**src/rtl/ccta_pkg.sv**
```systemverilog
// Shared mode encodings and the saturating adder used by the CCTA pipeline.
package ccta_pkg;

   localparam logic [1:0] MODE_AB  = 2'd0;
   localparam logic [1:0] MODE_AC  = 2'd1;
   localparam logic [1:0] MODE_ACC = 2'd2;
   localparam logic [1:0] MODE_ABC = 2'd3;

   // Internal arithmetic width; the result width passed to sat_add must be below this.
   localparam int unsigned SAT_W = 32;
   localparam int unsigned SAT_W1 = SAT_W + 1;

   // Unsigned a+b saturated to 2^rw-1. Returns {saturated_flag, value}.
   function automatic logic [SAT_W:0] sat_add(input logic [SAT_W-1:0] a,
                                              input logic [SAT_W-1:0] b,
                                              input int unsigned rw);
      logic [SAT_W:0] sum;
      logic [SAT_W:0] lim;
      sum = {1'b0, a} + {1'b0, b};
      lim = (SAT_W1'(1) << rw) - SAT_W1'(1);
      if (sum > lim) begin
         return {1'b1, lim[SAT_W-1:0]};
      end
      return {1'b0, sum[SAT_W-1:0]};
   endfunction

endpackage

```
**src/rtl/ccta_pipe_if.sv**
```systemverilog
// Operand/result handshake bundle between producers, the CCTA pipe and the consumer.
interface ccta_pipe_if #(
   parameter int unsigned WIDTH = 4,
   parameter int unsigned GUARD = 1
);
   logic                     in_valid;
   logic                     in_ready;
   logic [WIDTH-1:0]         A;
   logic [WIDTH-1:0]         B;
   logic [WIDTH-1:0]         C;
   logic [1:0]               ctrl;
   logic                     clr_acc;
   logic                     out_valid;
   logic                     out_ready;
   logic [WIDTH+GUARD-1:0]   q;
   logic                     ovf;

   modport master (
      output in_valid, A, B, C, ctrl, clr_acc, out_ready,
      input  in_ready, out_valid, q, ovf
   );

   modport slave (
      input  in_valid, A, B, C, ctrl, clr_acc, out_ready,
      output in_ready, out_valid, q, ovf
   );
endinterface

```
**src/rtl/ccta_stage.sv**
```systemverilog
// Elastic pipeline register: loads when empty or when downstream drains it.
module ccta_stage #(
   parameter int unsigned DW = 8
) (
   input  logic          clk,
   input  logic          rst,
   input  logic          valid_i,
   output logic          ready_o,
   input  logic [DW-1:0] data_i,
   output logic          valid_o,
   input  logic          ready_i,
   output logic [DW-1:0] data_o
);
   logic          valid_q;
   logic [DW-1:0] data_q;

   // Slot can advance whenever it is empty or its content is being taken this cycle.
   always_comb ready_o = !valid_q || ready_i;

   // Data only loads on an accepted beat so an unloaded slot keeps its last value.
   always_ff @(posedge clk or posedge rst) begin
      if (rst) begin
         valid_q <= 1'b0;
         data_q  <= '0;
      end else if (ready_o) begin
         valid_q <= valid_i;
         if (valid_i) begin
            data_q <= data_i;
         end
      end
   end

   assign valid_o = valid_q;
   assign data_o  = data_q;
endmodule

```
**src/rtl/ccta_pipe.sv**
```systemverilog
// Two-stage elastic conditional adder / saturating accumulator.
module ccta_pipe
   import ccta_pkg::*;
#(
   parameter int unsigned WIDTH = 4,
   parameter int unsigned GUARD = 1
) (
   input logic        clk,
   input logic        rst,
   ccta_pipe_if.slave bus
);
   localparam int unsigned RW  = WIDTH + GUARD;
   localparam int unsigned S1W = 3 * WIDTH + 2;

   logic             s1_valid;
   logic [S1W-1:0]   s1_data;
   logic             adv2;
   logic [WIDTH-1:0] a1, b1, c1;
   logic [1:0]       m1;
   logic [SAT_W:0]   r;
   logic [RW-1:0]    res;
   logic             sat;
   logic             move;
   logic [RW-1:0]    acc_q, acc_d, acc_base;
   logic             ovf_q, ovf_d, ovf_base;
   logic             unused_hi;

   ccta_stage #(.DW(S1W)) u_s1 (
      .clk     (clk),
      .rst     (rst),
      .valid_i (bus.in_valid),
      .ready_o (bus.in_ready),
      .data_i  ({bus.ctrl, bus.C, bus.B, bus.A}),
      .valid_o (s1_valid),
      .ready_i (adv2),
      .data_o  (s1_data)
   );

   assign a1   = s1_data[WIDTH-1:0];
   assign b1   = s1_data[2*WIDTH-1:WIDTH];
   assign c1   = s1_data[3*WIDTH-1:2*WIDTH];
   assign m1   = s1_data[3*WIDTH+1:3*WIDTH];
   assign move = s1_valid && adv2;

   // Result datapath; a clear in the same cycle is seen by the accumulate before it adds.
   always_comb begin
      acc_base = bus.clr_acc ? '0 : acc_q;
      ovf_base = bus.clr_acc ? 1'b0 : ovf_q;
      case (m1)
         MODE_AB:  r = sat_add(SAT_W'(a1), SAT_W'(b1), RW);
         MODE_AC:  r = sat_add(SAT_W'(a1), SAT_W'(c1), RW);
         MODE_ACC: r = sat_add(SAT_W'(acc_base), SAT_W'(a1), RW);
         default:  r = sat_add(SAT_W'(a1) + SAT_W'(b1), SAT_W'(c1), RW);
      endcase
      res = r[RW-1:0];
      sat = r[SAT_W];
   end

   assign unused_hi = ^r[SAT_W-1:RW];

   // Accumulator and sticky flag only change when a transaction actually moves into stage 2.
   always_comb begin
      acc_d = acc_base;
      ovf_d = ovf_base;
      if (move) begin
         ovf_d = ovf_base | sat;
         if (m1 == MODE_ACC) begin
            acc_d = res;
         end
      end
   end

   // Accumulator state registers.
   always_ff @(posedge clk or posedge rst) begin
      if (rst) begin
         acc_q <= '0;
         ovf_q <= 1'b0;
      end else begin
         acc_q <= acc_d;
         ovf_q <= ovf_d;
      end
   end

   ccta_stage #(.DW(RW)) u_s2 (
      .clk     (clk),
      .rst     (rst),
      .valid_i (s1_valid),
      .ready_o (adv2),
      .data_i  (res),
      .valid_o (bus.out_valid),
      .ready_i (bus.out_ready),
      .data_o  (bus.q)
   );

   assign bus.ovf = ovf_q;
endmodule
```
**src/flat_wrapper.sv**
```systemverilog
// flat-port wrapper written by rule: the top's interface ports become plain ports
module ccta_pipe_flat import ccta_pkg::*;
#(
   parameter int unsigned WIDTH = 4,
   parameter int unsigned GUARD = 1
)
  (clk, rst, bus_in_valid, bus_A, bus_B, bus_C, bus_ctrl, bus_clr_acc, bus_out_ready, bus_in_ready, bus_out_valid, bus_q, bus_ovf);
  ccta_pipe_if #(.WIDTH(WIDTH), .GUARD(GUARD)) bus_i ();
  input logic clk;
  input logic rst;
  input wire logic [$bits(bus_i.in_valid)-1:0] bus_in_valid;
  input wire logic [$bits(bus_i.A)-1:0] bus_A;
  input wire logic [$bits(bus_i.B)-1:0] bus_B;
  input wire logic [$bits(bus_i.C)-1:0] bus_C;
  input wire logic [$bits(bus_i.ctrl)-1:0] bus_ctrl;
  input wire logic [$bits(bus_i.clr_acc)-1:0] bus_clr_acc;
  input wire logic [$bits(bus_i.out_ready)-1:0] bus_out_ready;
  output wire logic [$bits(bus_i.in_ready)-1:0] bus_in_ready;
  output wire logic [$bits(bus_i.out_valid)-1:0] bus_out_valid;
  output wire logic [$bits(bus_i.q)-1:0] bus_q;
  output wire logic [$bits(bus_i.ovf)-1:0] bus_ovf;
  assign bus_i.in_valid = bus_in_valid;
  assign bus_i.A = bus_A;
  assign bus_i.B = bus_B;
  assign bus_i.C = bus_C;
  assign bus_i.ctrl = bus_ctrl;
  assign bus_i.clr_acc = bus_clr_acc;
  assign bus_i.out_ready = bus_out_ready;
  assign bus_in_ready = bus_i.in_ready;
  assign bus_out_valid = bus_i.out_valid;
  assign bus_q = bus_i.q;
  assign bus_ovf = bus_i.ovf;
  ccta_pipe #(.WIDTH(WIDTH), .GUARD(GUARD)) u_core (.clk(clk), .rst(rst), .bus(bus_i));
endmodule
```
**config.mk**
```make
export PLATFORM = sky130hd
export DESIGN_NAME = ccta_pipe_flat
export DESIGN_NICKNAME = d
export VERILOG_FILES = /design/src/rtl/ccta_pkg.sv /design/src/rtl/ccta_pipe_if.sv /design/src/rtl/ccta_stage.sv /design/src/rtl/ccta_pipe.sv /design/src/flat_wrapper.sv
export SDC_FILE = /design/constraint.sdc
export NUM_CORES = 1
export LEC_CHECK = 0
export ABC_AREA = 0
export CORE_ASPECT_RATIO = 1.2
export CORE_MARGIN = 5
export CORE_UTILIZATION = 55
export DETAILED_ROUTE_END_ITERATION = 10
export GPL_ROUTABILITY_DRIVEN = 1
export PLACE_DENSITY = 0.8
export SYNTH_ARGS = -nofsm -noshare
export SYNTH_HDL_FRONTEND = slang
export SYNTH_HIERARCHICAL = 1
export SYNTH_SLANG_ARGS = --single-unit
```
**constraint.sdc**
```tcl
create_clock -name clk -period 3.55 [get_ports clk]
set_clock_uncertainty 0.05 [all_clocks]
set_input_delay 0.355 -clock clk [delete_from_list [all_inputs] [get_ports clk]]
set_output_delay 0.355 -clock clk [all_outputs]
set_load 0.02 [all_outputs]
```
After elaboration in Yosys (flattened, before gate mapping)
Index checks and enable logic that the tools add are counted.
{"block": "classes", "addsub": 5, "order_cmp": 4, "eq_ne": 2, "muxes": 22, "bitwise_logic": 1, "reduce_logical": 9}
{"op": "$mux W33", "n": 8}
{"op": "$gt A33 B5 Y1 const B", "n": 4}
{"op": "$pmux W33 S3", "n": 1}
{"op": "$add A32 B4 Y33", "n": 1}
{"op": "$add A4 B4 Y5", "n": 3}
{"op": "$mux W5", "n": 3}
{"op": "$mux W1", "n": 10}
{"op": "$add A5 B4 Y6", "n": 1}
{"op": "$reduce_and A2 Y1", "n": 2}
{"op": "$reduce_or A3 Y1", "n": 1}
{"op": "$eq A2 B1 Y1 const B", "n": 1}
{"op": "$eq A2 B2 Y1 const B", "n": 1}
{"op": "$logic_not A1 Y1", "n": 2}
{"op": "$logic_not A2 Y1", "n": 1}
{"op": "$logic_or A1 B1 Y1", "n": 2}
{"op": "$logic_and A1 B1 Y1", "n": 1}
{"op": "$or A1 B1 Y1", "n": 1}
{"block": "totals", "register_bits": 27, "in_bits": 19, "output_inout_bits": 8, "word_cells": 49}

Logic depth before layout (Yosys ltp)
Gate-level depths: netlist of run 1.
{"block": "depth", "word_depth": 9, "mapped_depth": 9}

Cells and area by module
The synthesis of run 1 kept the hierarchy.
{"module": "ccta_pipe", "instances": 1, "cells_per_inst": 130, "area_per_inst_um2": 1123.6, "seq_area_each_um2": 150.1}
{"module": "ccta_stage at u_core.u_s1", "instances": 1, "cells_per_inst": 34, "area_per_inst_um2": 626.9, "seq_area_each_um2": 375.4}
{"module": "ccta_stage at u_core.u_s2", "instances": 1, "cells_per_inst": 15, "area_per_inst_um2": 261.5, "seq_area_each_um2": 150.1}

Worst setup path after synthesis of run 1
Ideal clock, no wire load.
{"block": "synth_timing", "path_kind": "register to register", "from": "reg u_core.u_s1.data_q[1], in the netlist u_core/u_s1/data_o[1]", "to": "reg u_core.u_s2.data_q[0], in the netlist u_core/u_s2/data_o[0]", "t_arrival_ns": 2.320, "t_required_ns": 3.375, "slack_ns": 1.055, "stages_incl_launch_ff": 8, "path_buffers": 0, "cell_sequence": "dfrtp_1 fa_1 ha_1 fa_1 a21oi_1 o21bai_1 o21a_1 mux2_4"}
{"block": "synth_between", "elab_chain_cells": 7}
{"item": "from (decl)", "line": "ccta_stage.sv:15", "source": "logic [DW-1:0] data_q;"}
{"item": "from (signal assigned)", "line": "ccta_stage.sv:28", "source": "data_q <= data_i;"}
{"item": "$add A4 B4 Y5", "line": "ccta_pkg.sv:19, ccta_pipe.sv:53"}
{"item": "$add A32 B4 Y33", "line": "ccta_pkg.sv:19", "source": "sum = {1'b0, a} + {1'b0, b};"}
{"item": "$gt A33 B5 Y1", "line": "ccta_pkg.sv:21", "source": "if (sum > lim) begin"}
{"item": "$mux W1", "line": "ccta_pkg.sv:21"}
{"item": "$mux W1", "line": "ccta_pipe.sv:49", "source": "case (m1)"}
{"item": "$mux W33", "line": "ccta_pkg.sv:24", "source": "return {1'b0, sum[SAT_W-1:0]};"}
{"item": "$pmux W33 S3 *", "line": "ccta_pipe.sv:49"}
{"item": "via u_core.r[0]", "line": "ccta_pipe.sv:20", "source": "logic [SAT_W:0] r;"}
{"item": "to (signal assigned)", "line": "ccta_stage.sv:28"}
{"item": "to (decl)", "line": "ccta_stage.sv:15"}
The timed path passes the listed nets; every way through them passes the cells marked *. The select of a mux whose other input is x is not followed.
A chain may end at the register's enable or synchronous reset.

Worst setup path in the final report of run 1
{"block": "layout_timing", "from": "reg u_core.u_s1.data_q[1], in the netlist u_core/u_s1/data_o[1]", "to": "reg u_core.ovf_q, in the netlist u_core/bus.ovf"}
{"block": "layout_between", "elab_chain_cells": 9}
{"item": "$add A4 B4 Y5", "line": "ccta_pkg.sv:19, ccta_pipe.sv:53"}
{"item": "$add A32 B4 Y33", "line": "ccta_pkg.sv:19"}
{"item": "$gt A33 B5 Y1", "line": "ccta_pkg.sv:21"}
{"item": "$mux W1", "line": "ccta_pkg.sv:21"}
{"item": "$mux W1", "line": "ccta_pipe.sv:49"}
{"item": "$mux W33", "line": "ccta_pkg.sv:24"}
{"item": "$pmux W33 S3 *", "line": "ccta_pipe.sv:49"}
{"item": "$or A1 B1 Y1 *", "line": "ccta_pipe.sv:66", "source": "ovf_d = ovf_base | sat;"}
{"item": "$mux W1 *", "line": "ccta_pipe.sv:65", "source": "if (move) begin"}
{"item": "via u_core.ovf_d", "line": "ccta_pipe.sv:25", "source": "logic ovf_q, ovf_d, ovf_base;"}
{"item": "to (signal assigned)", "line": "ccta_pipe.sv:80", "source": "ovf_q <= ovf_d;"}
{"item": "to (decl)", "line": "ccta_pipe.sv:25"}
Marks and branches as above.

==> results of run 1 <==
logic make-up (layout without fill, tap and decap cells):
family	after synthesis	count (layout)	share of synthesized area
compound gates	39	39	0.132
xor+xnor	4	4	0.0174
fa+ha+maj	23	23	0.173
buf+inv	19	46	0.0460
flops	27	27	0.336
mux	23	23	0.160
simple gates	44	44	0.136
worst min path at each step:
stage                                from                    end  slack, ps
global route                          rst        u_core/acc_q[1]        310
floorplan                             rst        u_core/acc_q[0]        100
global placement    u_core/u_s2/data_o[3]  u_core/u_s2/data_o[3]        450
detailed placement  u_core/u_s2/data_o[4]  u_core/u_s2/data_o[4]        450
CTS                                   rst        u_core/acc_q[2]        290
finish                                rst        u_core/acc_q[2]        290
where the power goes:
part / leakage (uW) / switching (uW) / internal (uW)
registers: 0.000323 / 72.8 / 370
clock network: 0.0000217 / 104 / 80.0
logic: 0.000739 / 287 / 320
total: 0.00108 / 464 / 771
flip-flops by register name, summed over array words and instances, names as in the netlist:
signal / cells
u_core/u_s1/data_o: 14
u_core/u_s1/valid_o: 1
u_core/u_s2/valid_o: 1
u_core/u_s2/data_o: 5
u_core/acc_q: 5
u_core/bus.ovf: 1
area by class of cell:
type                    count  area, um2
multi-input cells         133       1240
fillers                   282       1240
flip-flops and latches     27        676
repair buffers             26        260
inverters                  16       60.1
well taps                  39       48.8
clock buffers               3       41.3
clock inverters             1       7.51
layout by cell type, fill, tap and decap left out, types with 6 or more instances in the layout:
cell type / Yosys / final
sky130_fd_sc_hd__mux2_4: 17 / 17
sky130_fd_sc_hd__dfrtp_1: 27 / 27
sky130_fd_sc_hd__fa_1: 8 / 8
sky130_fd_sc_hd__clkdlybuf4s50_1: 0 / 26
sky130_fd_sc_hd__nor2_1: 9 / 9
sky130_fd_sc_hd__a21oi_1: 10 / 10
sky130_fd_sc_hd__ha_1: 15 / 15
sky130_fd_sc_hd__nor2b_1: 8 / 8
sky130_fd_sc_hd__inv_1: 16 / 16
sky130_fd_sc_hd__nand2_1: 6 / 6
routing by layer:
| layer | global-route usage | up-vias | part of all wire |
|---|---|---|---|
| li1 | - | 695 | - |
| met1 | 0.234 | 735 | 0.41 |
| met2 | 0.336 | 61 | 0.52 |
| met3 | 0.0236 | 15 | 0.044 |
| met4 | 0.0809 | 0 | 0.028 |
| met5 | 0 | - | 0 |
stage by stage:
step	hold slack, ps	cells	util
2_1_floorplan	96.0	179	-
3_3_place_gp	448	241	0.640
3_5_place_dp	451	241	0.640
4_1_cts	288	245	0.654
5_1_grt	312	245	0.654
6_report	291	245	0.654
worst reg2reg max path, stage by stage (launching register included):
cell                       delay (ps)
sky130_fd_sc_hd__dfrtp_1          600
sky130_fd_sc_hd__fa_1             470
sky130_fd_sc_hd__ha_1             240
sky130_fd_sc_hd__fa_1             430
sky130_fd_sc_hd__a21oi_1          260
sky130_fd_sc_hd__nor3_1           100
sky130_fd_sc_hd__o311ai_0         380
sky130_fd_sc_hd__o21ai_0          150
==> out/summary.md, run 1 <==
- **Port Buffer Count** 26
- **TritonCTS clock tree** yes
- **synthesized net count** 221
- **routability-driven placement congestion ratio** 0.884
- **Setup violations, final** 0
- **delay-heaviest family, CP** adder cells
- **crit-path max cell delay** 600 ps
- **cell types with the highest counts after synthesis** sky130_fd_sc_hd__dfrtp_1, sky130_fd_sc_hd__mux2_4, sky130_fd_sc_hd__inv_1
- **share of the clock period used by the worst path after layout** 0.792
- **type of the setup path with the least slack** reg -> reg
- **final wirelength** 4.39 mm
- **global-route wire length before repair** 7.63 mm
- **Final Net Count** 249
- **number of global-route vias before repair** 1640
- **capturing element of the worst setup path** u_core/bus.ovf
- **cell count of the worst reg-to-reg path** 7
- **clock buffers created by TritonCTS** 3
- **Worst Tran Pin Value** 613 ps
- **clock transition at the register clock pins on the worst setup and hold paths after CTS** 100 ps
- **final cell area excluding filler cells** 2340 um2
- **die height** 76.3 um
- **number of instances resized during post-cts repair** 0
- **crit path time final** 2810 ps
- **number of max-cap violations** 0
- **most common cell in the netlist** sky130_fd_sc_hd__dfrtp_1
- **critical path depth in cells** 7
- **count of TritonRoute iterations in the first routing pass** 6
- **critical path data arrival time** 2910 ps
- **I/O pin total** 27
- **fraction of layout instances using a drive strength above 1** 0.165
- **Synth cell types** 46
- **number of hold-repair buffers added at the cts stage** 0
- **fin worst setup slack** 737 ps
- **YS warnings** 6
- **Placed Area** 2290 um2
- **insertion delay of the later-clocked pin in the worst-skew pair** 280 ps
- **total congestion overflow** 0
- **beginning of the worst register-to-register path** u_core/u_s1/data_o[1]
- **Post-Synthesis Mean Instance Area** 11.2 um2
- **worst hold path class** in -> async
- **flip-flop and latch count after synthesis** 27
- **worst slew slack as a fraction of its limit** 0.591
- **synthesized netlist cell count** 179
- **register area share after synthesis** 0.336
- **number of antenna violations at the first check in global routing** 0
- **WL/cell** 17.9 um
- **ranking of synthesized cells by area** sky130_fd_sc_hd__dfrtp_1, sky130_fd_sc_hd__mux2_4, sky130_fd_sc_hd__ha_1
- **number of hold violations in the final report** 0
- **power after layout** 1230 uW
- **slowest cell on the critical path** sky130_fd_sc_hd__dfrtp_1
- **run status** completed
- **vias per inst** 6.15
- **Synth async-reset ratio** 1.00
- **unrepaired setup endpoints after global routing** false
- **Detailed Route Iter0 Violations** 107
- **remaining design rule violation count** 0
- **worst path buffer plus inverter count** 0
- **final HPWL from detailed placement** 3.49 mm
- **Area Overhead vs Synth** 16.2%
- **cell taking the most area after synthesis** sky130_fd_sc_hd__dfrtp_1
- **pwr/cell area** 528 nW/um2
- **CTS root buffer** sky130_fd_sc_hd__clkbuf_8
- **pre-CTS WS** 649 ps
- **final sum of negative setup slack** 0 ps
- **maximum VDD drop** 0.318 mV
- **startpoint type of the worst setup path** flop
- **total standard cell area after synthesis** 2010 um2
- **count of vias placed by the detailed router** 1506
- **antenna-violating nets left** 0
- **type of destination of the critical path** flop
- **cell chain of the critical path** fa_1, ha_1, fa_1, a21oi_1, nor3_1, o311ai_0, o21ai_0
- **Post-CTS Setup Bufs** 0
- **maximum fanout along the worst path** 8
- **# rows** 24
- **Highest Clock Rate** 356 MHz
- **buffer levels on the longest clock path** 2
- **Die Area** 4970 um2
- **total routing resource utilization after global routing** 0.193
- **slack of the worst reg-to-reg path** 740 ps
- **crit-path most repeated cell** sky130_fd_sc_hd__fa_1
- **Slew Viols, Final** 0
- **Post-synth EDFFs** 0
- **reg-to-reg critical path endpoint** u_core/bus.ovf
- **width of the die** 65.2 um
- **Leak** 0.00108 uW
- **top_reg_cell synth** sky130_fd_sc_hd__dfrtp_1
- **number of diodes added for antenna fixing** 0
- **CTS HTree Levels** 1
- **source of the critical timing path** u_core/u_s1/data_o[1]
- **clk sink count** 27
- **starting density of the core** 0.563
- **Core Footprint** 3570 um2
- **pin count of the biggest net entering global routing** 17
- **Crit path required time** 3650 ps
- **Yosys top cell area share** 0.336
(Power assumes the default switching activity.)
==> run 2: changes to the inputs <==
- clock period: 3.55 -> 2.65 ns (I/O delays scaled with it)
==> out/summary.md, run 2 (synthesized netlist as in run 1, its figures left out) <==
- **run status** completed
- **remaining design rule violation count** 0
- **buffer levels on the longest clock path** 2
- **final wirelength** 4.50 mm
- **pin count of the biggest net entering global routing** 17
- **Placed Area** 2350 um2
- **number of hold violations in the final report** 0
- **Setup violations, final** 0
- **number of diodes added for antenna fixing** 0
- **most frequent cells in the layout** sky130_fd_sc_hd__dfrtp_1, sky130_fd_sc_hd__clkdlybuf4s50_1, sky130_fd_sc_hd__mux2_4, sky130_fd_sc_hd__inv_1, sky130_fd_sc_hd__ha_1
- **total routing resource utilization after global routing** 0.194
- **filler instances** 266
- **number of instances resized during post-cts repair** 0
- **number of hold-repair buffers added at the cts stage** 0
- **startpoint type of the worst setup path** input pin
- **WL/cell** 17.8 um
- **Slew Viols, Final** 0
- **Final Net Count** 257
- **Crit path required time** 2820 ps
- **type of destination of the critical path** flop
- **critical path data arrival time** 2740 ps
- **Post-CTS Setup Bufs** 0
- **clock transition at the register clock pins on the worst setup and hold paths after CTS** 90 ps
- **count of TritonRoute iterations in the first routing pass** 4
- **share of the clock period used by the worst path after layout** 0.970
- **busiest grt layer** met2
- **clk sink count** 27
- **count of vias placed by the detailed router** 1503
- **number of global-route vias before repair** 1591
- **global-route track usage on met1** 0.240
- **Leak** 0.00112 uW
- **worst path buffer plus inverter count** 2
- **Port Buffer Count** 26
- **slack of the worst reg-to-reg path** 90 ps
- **final HPWL from detailed placement** 3.59 mm
- **number of antenna violations at the first check in global routing** 0
- **Area Overhead vs Synth** 19.5%
- **Highest Clock Rate** 389 MHz
- **die height** 76.3 um
- **worst slew slack as a fraction of its limit** 0.583
- **crit path time final** 2570 ps
- **clock buffers created by TritonCTS** 3
- **unrepaired setup endpoints after global routing** false
- **final sum of negative setup slack** 0 ps
- **type of the setup path with the least slack** in -> reg
- **width of the die** 65.2 um
- **CTS root buffer** sky130_fd_sc_hd__clkbuf_8
- **routability-driven placement congestion ratio** 0.954
- **sequential cell area in the final layout** 676 um2
- **maximum fanout along the worst path** 7
- **maximum VDD drop** 0.363 mV
- **crit-path max cell delay** 470 ps
- **Detailed Route Iter0 Violations** 66
- **M2 GR Usage** 0.328
- **Core Footprint** 3570 um2
- **worst hold slack across all endpoints** 186 ps
- **worst hold path class** in -> async
- **vias per inst** 5.94
- **global-route wire length before repair** 7.62 mm
- **area taken by multi-input logic gates** 1250 um2
- **final cell area excluding filler cells** 2400 um2
- **pre-CTS WS** -124 ps
- **most common library cell in the layout ignoring fill and taps** sky130_fd_sc_hd__dfrtp_1
- **starting density of the core** 0.563
- **insertion delay of the later-clocked pin in the worst-skew pair** 280 ps
- **pwr/cell area** 705 nW/um2
- **TritonCTS clock tree** yes
- **met3 Usage GRT** 0.0295
- **Worst Tran Pin Value** 625 ps
- **number of max-cap violations** 0
- **# rows** 24
- **CTS HTree Levels** 1
- **total congestion overflow** 0
- **fin worst setup slack** 80.6 ps
- **Die Area** 4970 um2
- **slowest cell on the critical path** sky130_fd_sc_hd__a221oi_1
- **cell chain of the critical path** clkdlybuf4s50_1, buf_4, nor2b_1, ha_1, a21o_1, a21oi_1, o221ai_1, a221oi_1, mux2_4
- **fraction of layout instances using a drive strength above 1** 0.206
- **delay-heaviest family, CP** compound AO/OA/AOI/OAI gates
- **number of flip-flops under the largest register name** 14
- **antenna-violating nets left** 0
- **I/O pin total** 27
## run 2: final cells by class
type                    instances  area share
well taps                      39      0.0203
clock buffers                   3      0.0172
clock inverters                 1     0.00312
flip-flops and latches         27       0.281
inverters                      16      0.0250
multi-input cells             133       0.520
repair buffers                 34       0.133
## run 2: power by group
| part | total (uW) | switching, uW | internal (uW) |
|---|---|---|---|
| clock | 242 | 135 | 107 |
| sequential | 579 | 82.3 | 496 |
| combinational | 874 | 418 | 455 |
| total | 1690 | 636 | 1060 |
## run 2: final timing paths
kind / start / endpoint / cells past startpoint
worst min-delay path: rst / u_core/acc_q[3] / 2
worst min register to register: u_core/u_s2/data_o[0] / u_core/u_s2/data_o[0] / 1
worst max register to register: u_core/u_s1/data_o[5] / u_core/u_s2/data_o[3] / 8
max in group asynchronous: rst / u_core/u_s1/data_o[2] / 2
min in group clk: u_core/u_s2/data_o[0] / u_core/u_s2/data_o[0] / 1
worst max-delay path: bus_clr_acc / u_core/u_s2/data_o[3] / 9
## run 2: per-stage QoR
step / total power, uW / utilization / cells
2_1_floorplan: 1160 / - / 179
3_5_place_dp: 1430 / 0.657 / 249
4_1_cts: 1690 / 0.671 / 253
3_3_place_gp: 1390 / 0.657 / 249
5_1_grt: 1800 / 0.673 / 253
6_report: 1690 / 0.673 / 253
## run 2: routing by layer
layer,part of all wire,wire length (um),vias up
li1,-,-,712
met1,0.40,1800,719
met2,0.52,2350,62
met3,0.052,234,10
met4,0.023,105,0
met5,0,0,-
